`config.mk`:
```
export PLATFORM = sky130hd
export DESIGN_NAME = ma_sample_feeder
export DESIGN_NICKNAME = d
export VERILOG_FILES = /design/src/rtl/ma_sample_feeder.sv
export SDC_FILE = /design/constraint.sdc
export NUM_CORES = 1
export LEC_CHECK = 0
export ABC_AREA = 1
export CAP_MARGIN = 20
export CORE_ASPECT_RATIO = 1.4
export CORE_MARGIN = 2
export CORE_UTILIZATION = 40
export DETAILED_ROUTE_END_ITERATION = 12
export PLACE_DENSITY = 0.65
export SLEW_MARGIN = 10
export SYNTH_ARGS = -nofsm -noshare
export SYNTH_HDL_FRONTEND = slang
export SYNTH_SLANG_ARGS = --single-unit
```
`constraint.sdc`:
```
create_clock -name clk -period 2.66 [get_ports clk]
set_input_delay 0.266 -clock clk [delete_from_list [all_inputs] [get_ports clk]]
set_output_delay 0.266 -clock clk [all_outputs]
set_load 0.02 [all_outputs]
```
`src/rtl/ma_sample_feeder.sv`:
```
// ma_sample_feeder: FIFO-buffered sample source that replays samples as paced din/data_refresh strobes for the moving-average filter.
module ma_sample_feeder #(
  parameter int DEPTH = 8,
  parameter int DIV_W = 8
) (
  input  logic                     clk,
  input  logic                     rst,
  input  logic                     enable,
  input  logic                     s_valid,
  output logic                     s_ready,
  input  logic [15:0]              s_data,
  input  logic [DIV_W-1:0]         interval,
  input  logic                     clr_underrun,
  output logic [15:0]              din,
  output logic                     data_refresh,
  output logic [$clog2(DEPTH):0]   level,
  output logic [15:0]              issued_cnt,
  output logic                     underrun
);
  localparam int AW = $clog2(DEPTH);
  typedef enum logic [1:0] {IDLE, RUN, STARVED} state_t;
  state_t           state_q;
  logic [DIV_W-1:0] cnt_q;
  logic [15:0]      mem_q [DEPTH];
  logic [AW-1:0]    wr_q, rd_q;
  logic [AW:0]      level_q;
  logic [15:0]      din_q, issued_q;
  logic             refresh_q, underrun_q;
  logic             empty, push, due, issue, starve;
  always_comb begin
    empty  = level_q == '0;
    push   = s_valid && s_ready;
    due    = state_q != RUN || cnt_q == '0;
    issue  = enable && due && !empty;
    starve = enable && state_q == RUN && cnt_q == '0 && empty;
  end
  assign s_ready      = level_q != (AW+1)'(DEPTH);
  assign din          = din_q;
  assign data_refresh = refresh_q;
  assign level        = level_q;
  assign issued_cnt   = issued_q;
  assign underrun     = underrun_q;
  always_ff @(posedge clk)
    if (push) mem_q[wr_q] <= s_data;
  always_ff @(posedge clk) begin
    if (rst) begin
      state_q    <= IDLE;
      cnt_q      <= '0;
      wr_q       <= '0;
      rd_q       <= '0;
      level_q    <= '0;
      din_q      <= '0;
      issued_q   <= '0;
      refresh_q  <= 1'b0;
      underrun_q <= 1'b0;
    end else begin
      if (push) wr_q <= wr_q + 1'b1;
      if (issue) begin
        rd_q     <= rd_q + 1'b1;
        din_q    <= mem_q[rd_q];
        issued_q <= issued_q + 16'd1;
      end
      level_q    <= level_q + (AW+1)'(push) - (AW+1)'(issue);
      refresh_q  <= issue;
      underrun_q <= starve | (underrun_q & ~clr_underrun);
      // Paused pacer keeps both state and count so the interval resumes where it stopped.
      if (issue) begin
        state_q <= RUN;
        cnt_q   <= interval;
      end else if (starve) begin
        state_q <= STARVED;
      end else if (enable && state_q == RUN) begin
        cnt_q <= cnt_q - 1'b1;
      end
    end
  end
endmodule

```
Word-level counts from Yosys, hierarchy flattened
Memories as Yosys holds them, arrays and structs flattened. A register that Yosys moved wholly into a read port is not among the register bits.
Cells that the tools add are included.
{ "word_totals": {"wordCells": 44, "out_inout_bits": 39, "ram_bits": 128, "ff_bits": 38, "inputBits": 29, "memories": 1} }
{ "memory_table": {"columns": ["memory", "words", "width", "rd", "rd_clocked_by_memory_dff", "write_ports", "line", "text"], "rows": [
  ["mem_q", 8, 16, 1, 1, 1, "24", "logic [15:0] mem_q [DEPTH];"]
]} }
{ "classes": {"bitwise": 3, "n_reduce_logical": 14, "eq_ne": 4, "addsub": 6, "muxes": 7} }
{ "op_table": {"columns": ["cell", "count"], "rows": [
  ["2-to-1 mux 8 bit", 3],
  ["adder 16 x 1 -> 16 bit (second input constant)", 1],
  ["zero test 8 bit", 1],
  ["subtractor 8 x 1 -> 8 bit (second input constant)", 1],
  ["adder 3 x 1 -> 3 bit (second input constant)", 2],
  ["logical AND 1 bit", 6],
  ["adder 4 x 1 -> 4 bit", 1],
  ["zero test 4 bit", 1],
  ["2-to-1 mux 1 bit", 4],
  ["!= test 4 bit (second input constant)", 1],
  ["nonzero test 2 bit", 2],
  ["subtractor 4 x 1 -> 4 bit", 1],
  ["equality test 2 x 1 -> 1 bit (second input constant)", 1],
  ["!= test 2 x 1 -> 1 bit (second input constant)", 1],
  ["!= test 2 bit (second input constant)", 1],
  ["AND reduction 2 bit", 1],
  ["OR reduction 2 bit", 1],
  ["AND 1 bit", 1],
  ["zero test 1 bit", 1],
  ["logical OR 1 bit", 1],
  ["NOT 1 bit", 1],
  ["bitwise OR 1 bit", 1]
]} }

Logic depth before layout (Yosys ltp)
Gate-level depths: netlist of run 1.
{ "depth": {"word_depth": 6, "depth_mapped": 15, "depth_no_buf": 14} }

Worst setup path before layout of run 1
Ideal clock, no wire load.
{ "synth_path": {"path_type": "register -> register", "startpoint": "reg level_q[2], in the netlist level[2]", "endpoint": "reg level_q[2], in the netlist level[2]", "stages_incl_launch_ff": 16, "required_time_ps": 2532, "path_buffers": 1, "setup_slack_ps": 128, "setup_ps": 128, "arrival_time_ps": 2404, "period_less_slack_ps": 2532, "path_cell_list": "dfxtp_1 inv_1 ha_1 nand3_1 inv_1 nor2_4 nand2_4 inv_4 buf_6 ha_1 inv_1 ha_1 inv_1 fa_1 xor2_1 nor2_1"} }
{ "synth_via": {"elab_chain_cells": 4, "word_cells_on_any_way": 7, "classes_between": "2 x add/sub; 1 x eq/ne; 4 x reduce/logical"} }
{ "synth_rtl": {"columns": ["item", "line", "text"], "rows": [
  ["start, declared", "26", "logic [AW:0] level_q;"],
  ["start signal, assigned", "63", "level_q <= level_q + (AW+1)'(push) - (AW+1)'(issue);"],
  ["zero test 4 bit", "31", "empty = level_q == '0;"],
  ["zero test 1 bit", "34", "issue = enable && due && !empty;"],
  ["logical AND 1 bit", "34", null],
  ["via issue", "29", "logic empty, push, due, issue, starve;"],
  ["subtractor 4 x 1 -> 4 bit", "63", null]
]} }
The timed path passes the listed nets, and every way through them passes these cells.
A chain may end at the register's enable or synchronous reset.

Worst setup path in the final report of run 1
{ "layout_path": {"startpoint": "reg cnt_q[0]", "endpoint": "reg level_q[2], in the netlist level[2]"} }
{ "layout_via": {"elab_chain_cells": 5} }
{ "layout_rtl": {"columns": ["item", "line", "text"], "rows": [
  ["start, declared", "23", "logic [DIV_W-1:0] cnt_q;"],
  ["start signal, assigned", "69", "cnt_q <= interval;"],
  ["start signal, assigned", "73", "cnt_q <= cnt_q - 1'b1;"],
  ["zero test 8 bit", "33", "due = state_q != RUN || cnt_q == '0;"],
  ["logical OR 1 bit", "33", null],
  ["logical AND 1 bit (2 in series)", "34", null],
  ["subtractor 4 x 1 -> 4 bit", "63", null]
]} }
No other way between the ends.

==> key figures, run 1 <==
Power and ir drop
  • Pwr Density: about 960 mW/mm^2
  • Peak VDD IR: 0.000521 V
  • LEAKAGE: between 0.003 and 0.004 uW
  • Pwr Total: between 8000 and 9000 uW

Global route
  • Initial antenna violation count: 0
  • Global routing usage on met1: 21.4%
  • Gr ovfl total: 0
  • Met2 usage: 31.3%
  • First-pass GRT wire length: 28000 um
  • GRT Overall Usage: around 18%
  • Grt peak-use layer: met2
  • Largest net degree at the start of global routing: 68
  • Vias in the first global route: between 5000 and 6000
  • GR Util met3: 3.83%

Placed design
  • Final HPWL DP: between 10000 and 15000 um
  • Global placement routability congestion: 0.791
  • PortBufs: 67
  • Worst slack at placement: 0.202 ns
  • Post-Place Cells: 1066

STA
  • Min cycle time layout: 2.47 ns
  • Max transition margin: 55.6%
  • Max Clock Skew: 0.00902 ns
  • Slew of the pin with the lowest slew margin: 0.666 ns
  • Max Clk Rate: 405 MHz
  • Final Hold Violating Endpoints: 0
  • Fin. max-slew vios: 0
  • Setup-failing EPs final: 0
  • RSZ-0062 raised after global routing: no
  • Fin crit share: 92.9%
  • Setup TNS: 0 ns
  • Final WS setup: 0.188 ns

Setup path
  • Worst EP required: 2.96 ns
  • Launch point of the worst path: cnt_q[0]
  • Crit-path max cell delay: between 0.3 and 0.4 ns
  • Setup Crit Path Kind: reg -> reg
  • Cell Chain, Critical Path: inv_1, ha_1, nand3_2, o21ai_4, nand2_4, inv_4, ha_1, inv_1, ha_1, inv_1, fa_1, xor2_1, nor2_1
  • CP endpoint kind: flip-flop
  • Critical path's slowest cell: fa_1
  • WP data arrival: 2.77 ns
  • R2R depth: 13
  • R2r endpoint: level[2]
  • Max FO, Critical Path: 8
  • CP Launch Type: flip-flop
  • CP endpoint: level[2]
  • RR Startpoint: cnt_q[0]
  • Worst reg2reg setup slack: around 0.19 ns

Logic synthesis
  • Simple-Gate Fraction of Synth Area: 18.5%
  • Xor and xnor fraction of the mapped netlist area: 1.03%
  • Gate Count Post-Synth: 764
  • Mux contribution to synthesized area: 0%
  • Commonest cells in the netlist: 177 x nand2_1, 128 x edfxtp_1, 100 x nor2_1, 75 x o21ai_0, 54 x dfxtp_1
  • Top FF cell, synth: edfxtp_1
  • Main area contributors after synthesis: edfxtp_1 50%, dfxtp_1 14%, nand2_1 8.7%
  • Post-Synthesis Net Count: around 800
  • Seq/Total Area, Yosys: 64.3%
  • Yosys top cell area share: 50.1%
  • Number of synthesized flops with an enable pin: 128
  • Adder-Cell Fraction of Synth Area: 1.89%
  • Area leader, netlist: edfxtp_1
  • Count of unique library cells instantiated by Yosys: 36
  • Syn_area_per_cell: 10.0 sq um
  • Mapped Area: 0.00766 sq mm
  • Synth Area in Compound Gates: 9.71%
  • Yosys reg bits: 182
  • Top-count cell post-synth: nand2_1
  • Synth Warn #: 0
  • Largest family of logic cells by synthesized area: simple AND/OR/NAND/NOR gates
  • Ys async rst share: 0%

Layout
  • Share of layout cells above drive strength 1: under 10%
  • Number of nets in the layout: 881
  • Filler cells: 1684
  • Antenna diodes: 0
  • Non-Filler Instances: about 1100
  • Area delta synth->final: 20.8%

Clocking
  • H-tree levels: 4
  • PostCTS Resize Cnt: 0
  • Clock root buffer master: clkbuf_16
  • CTS tree: built
  • Hold Buf Count CTS: 0
  • CTS buffer count: 17
  • Clock buffer depth: 2
  • Clock-pin transition on the worst setup and hold timing paths: 0.07 ns
  • Post-CTS Setup Inserts: 0
  • Worst-skew pair later-pin latency: about 0.43 ns
  • Clock Sinks: 182

Floorplan
  • Core area: 0.0187 sq mm
  • Chip width: roughly 120 um
  • Die Height: 168 um
  • Initial core utilization: 41.0%
  • Row count: 59
  • Die Area: 0.0203 sq mm
  • I/O pins: 68

Detailed routing
  • Initial drt markers: between 300 and 400
  • Vias per inst: 5.03
  • Antenna-violating nets left: 0
  • 1st-pass router iterations: 4
  • Drt wl/cell: 15.8 um
  • Routed WL: 17300 um
  • Vias after detailed routing: about 5500
  • Number of remaining DRC errors: 0

Outcome
  • Outcome: finished, final reports clean

Run
  • Max Cap Viol: 0

Hold path
  • Worst Hold Class: reg -> reg
stage by stage:
stage	instance area [sq um]	hold WS, ns	util (%)
finish	9260	0.452	49.6
global route	9260	0.470	49.6
CTS	9260	0.455	49.6
detailed placement	8670	0.441	46.4
global placement	8670	0.442	46.4
floorplan	7660	0.365	-
sequential cells by signal, summed over array words and instances (netlist names):
register / cells
issued_cnt: 16
din: 16
cnt_q: 8
underrun: 1
wr_q: 3
state_q: 2
data_refresh: 1
level: 4
mem_q: 128
rd_q: 3
cells by family (layout without fill, tap and decap cells):
logic type | Yosys count | in the layout
xor+xnor | 9 | 9
flops | 182 | 182
compound gates | 137 | 137
fa+ha+maj | 11 | 11
simple gates | 340 | 340
buf+inv | 85 | 175
layout by cell type, fill, tap and decap left out, types with 3 or more instances in the layout:
cell type	n
nand2_1	177
edfxtp_1	128
nor2_1	100
o21ai_0	75
clkdlybuf4s50_1	67
dfxtp_1	53
inv_1	47
nand3_1	35
o22ai_1	32
a21oi_1	23
buf_4	22
clkbuf_16	17
ha_1	10
nor3_1	9
xor2_1	7
nand4_1	6
inv_6	4
o21ai_1	3
clkinv_1	3
clkinv_2	3
how the worst min path moves through the flow:
stage	startpoint	endpoint	slack [ns]	cells past startpoint
2_1_floorplan	s_data[0]	mem_q[0][0]	0.36	0
3_3_place_gp	din[3]	din[3]	0.44	2
3_5_place_dp	din[11]	din[11]	0.44	2
4_1_cts	din[1]	din[1]	0.46	2
5_1_grt	din[14]	din[14]	0.47	2
6_report	din[1]	din[1]	0.45	2
power by group:
| part | internal (uW) | leakage (uW) | total, uW | switching [uW] |
|---|---|---|---|---|
| registers | 3370 | 0.00160 | 3560 | 188 |
| clock network | 1420 | 0.000285 | 2470 | 1050 |
| logic | 1060 | 0.00151 | 2900 | 1840 |
| total | 5840 | 0.00340 | 8930 | 3080 |
critical path, delay by kind of cell, from the launching register on:
family                     cells  cell delay (ns)
DFF                            1             0.32
and+or+nand+nor                3             0.30
buffers and inverters          4             0.27
xor gates and xnor gates       1             0.14
AOI/OAI and AO/OA              1             0.30
adders and majority gates      4             1.01
layout make-up:
cell class              instances  area (sq um)  share of cell area [%]
clock buffers                  19           443                    4.78
clock inverters                13           143                    1.54
inverters                      53           201                    2.18
multi-input cells             497          2380                    25.7
flip-flops and latches        182          4930                    53.2
well taps                     244           305                    3.30
repair buffers                 90           856                    9.24
per-layer routing:
| layer | part of all wire (%) | wire, um |
|---|---|---|
| met5 | 0 | 0 |
| met4 | 2.1 | 370 |
| met3 | 4.8 | 826 |
| met2 | 51 | 8870 |
| met1 | 42 | 7280 |
Note: power is estimated with default switching activity, not from simulation.
==> inputs of run 2 (changes only) <==
--- a/config.mk
+++ b/config.mk
@@ -16,3 +16,4 @@
 export SYNTH_ARGS = -nofsm -noshare
 export SYNTH_HDL_FRONTEND = slang
 export SYNTH_SLANG_ARGS = --single-unit
+export TNS_END_PERCENT = 20
==> results of run 2 <==
No change in the layout: final DEF, timing and power equal those of run 1.
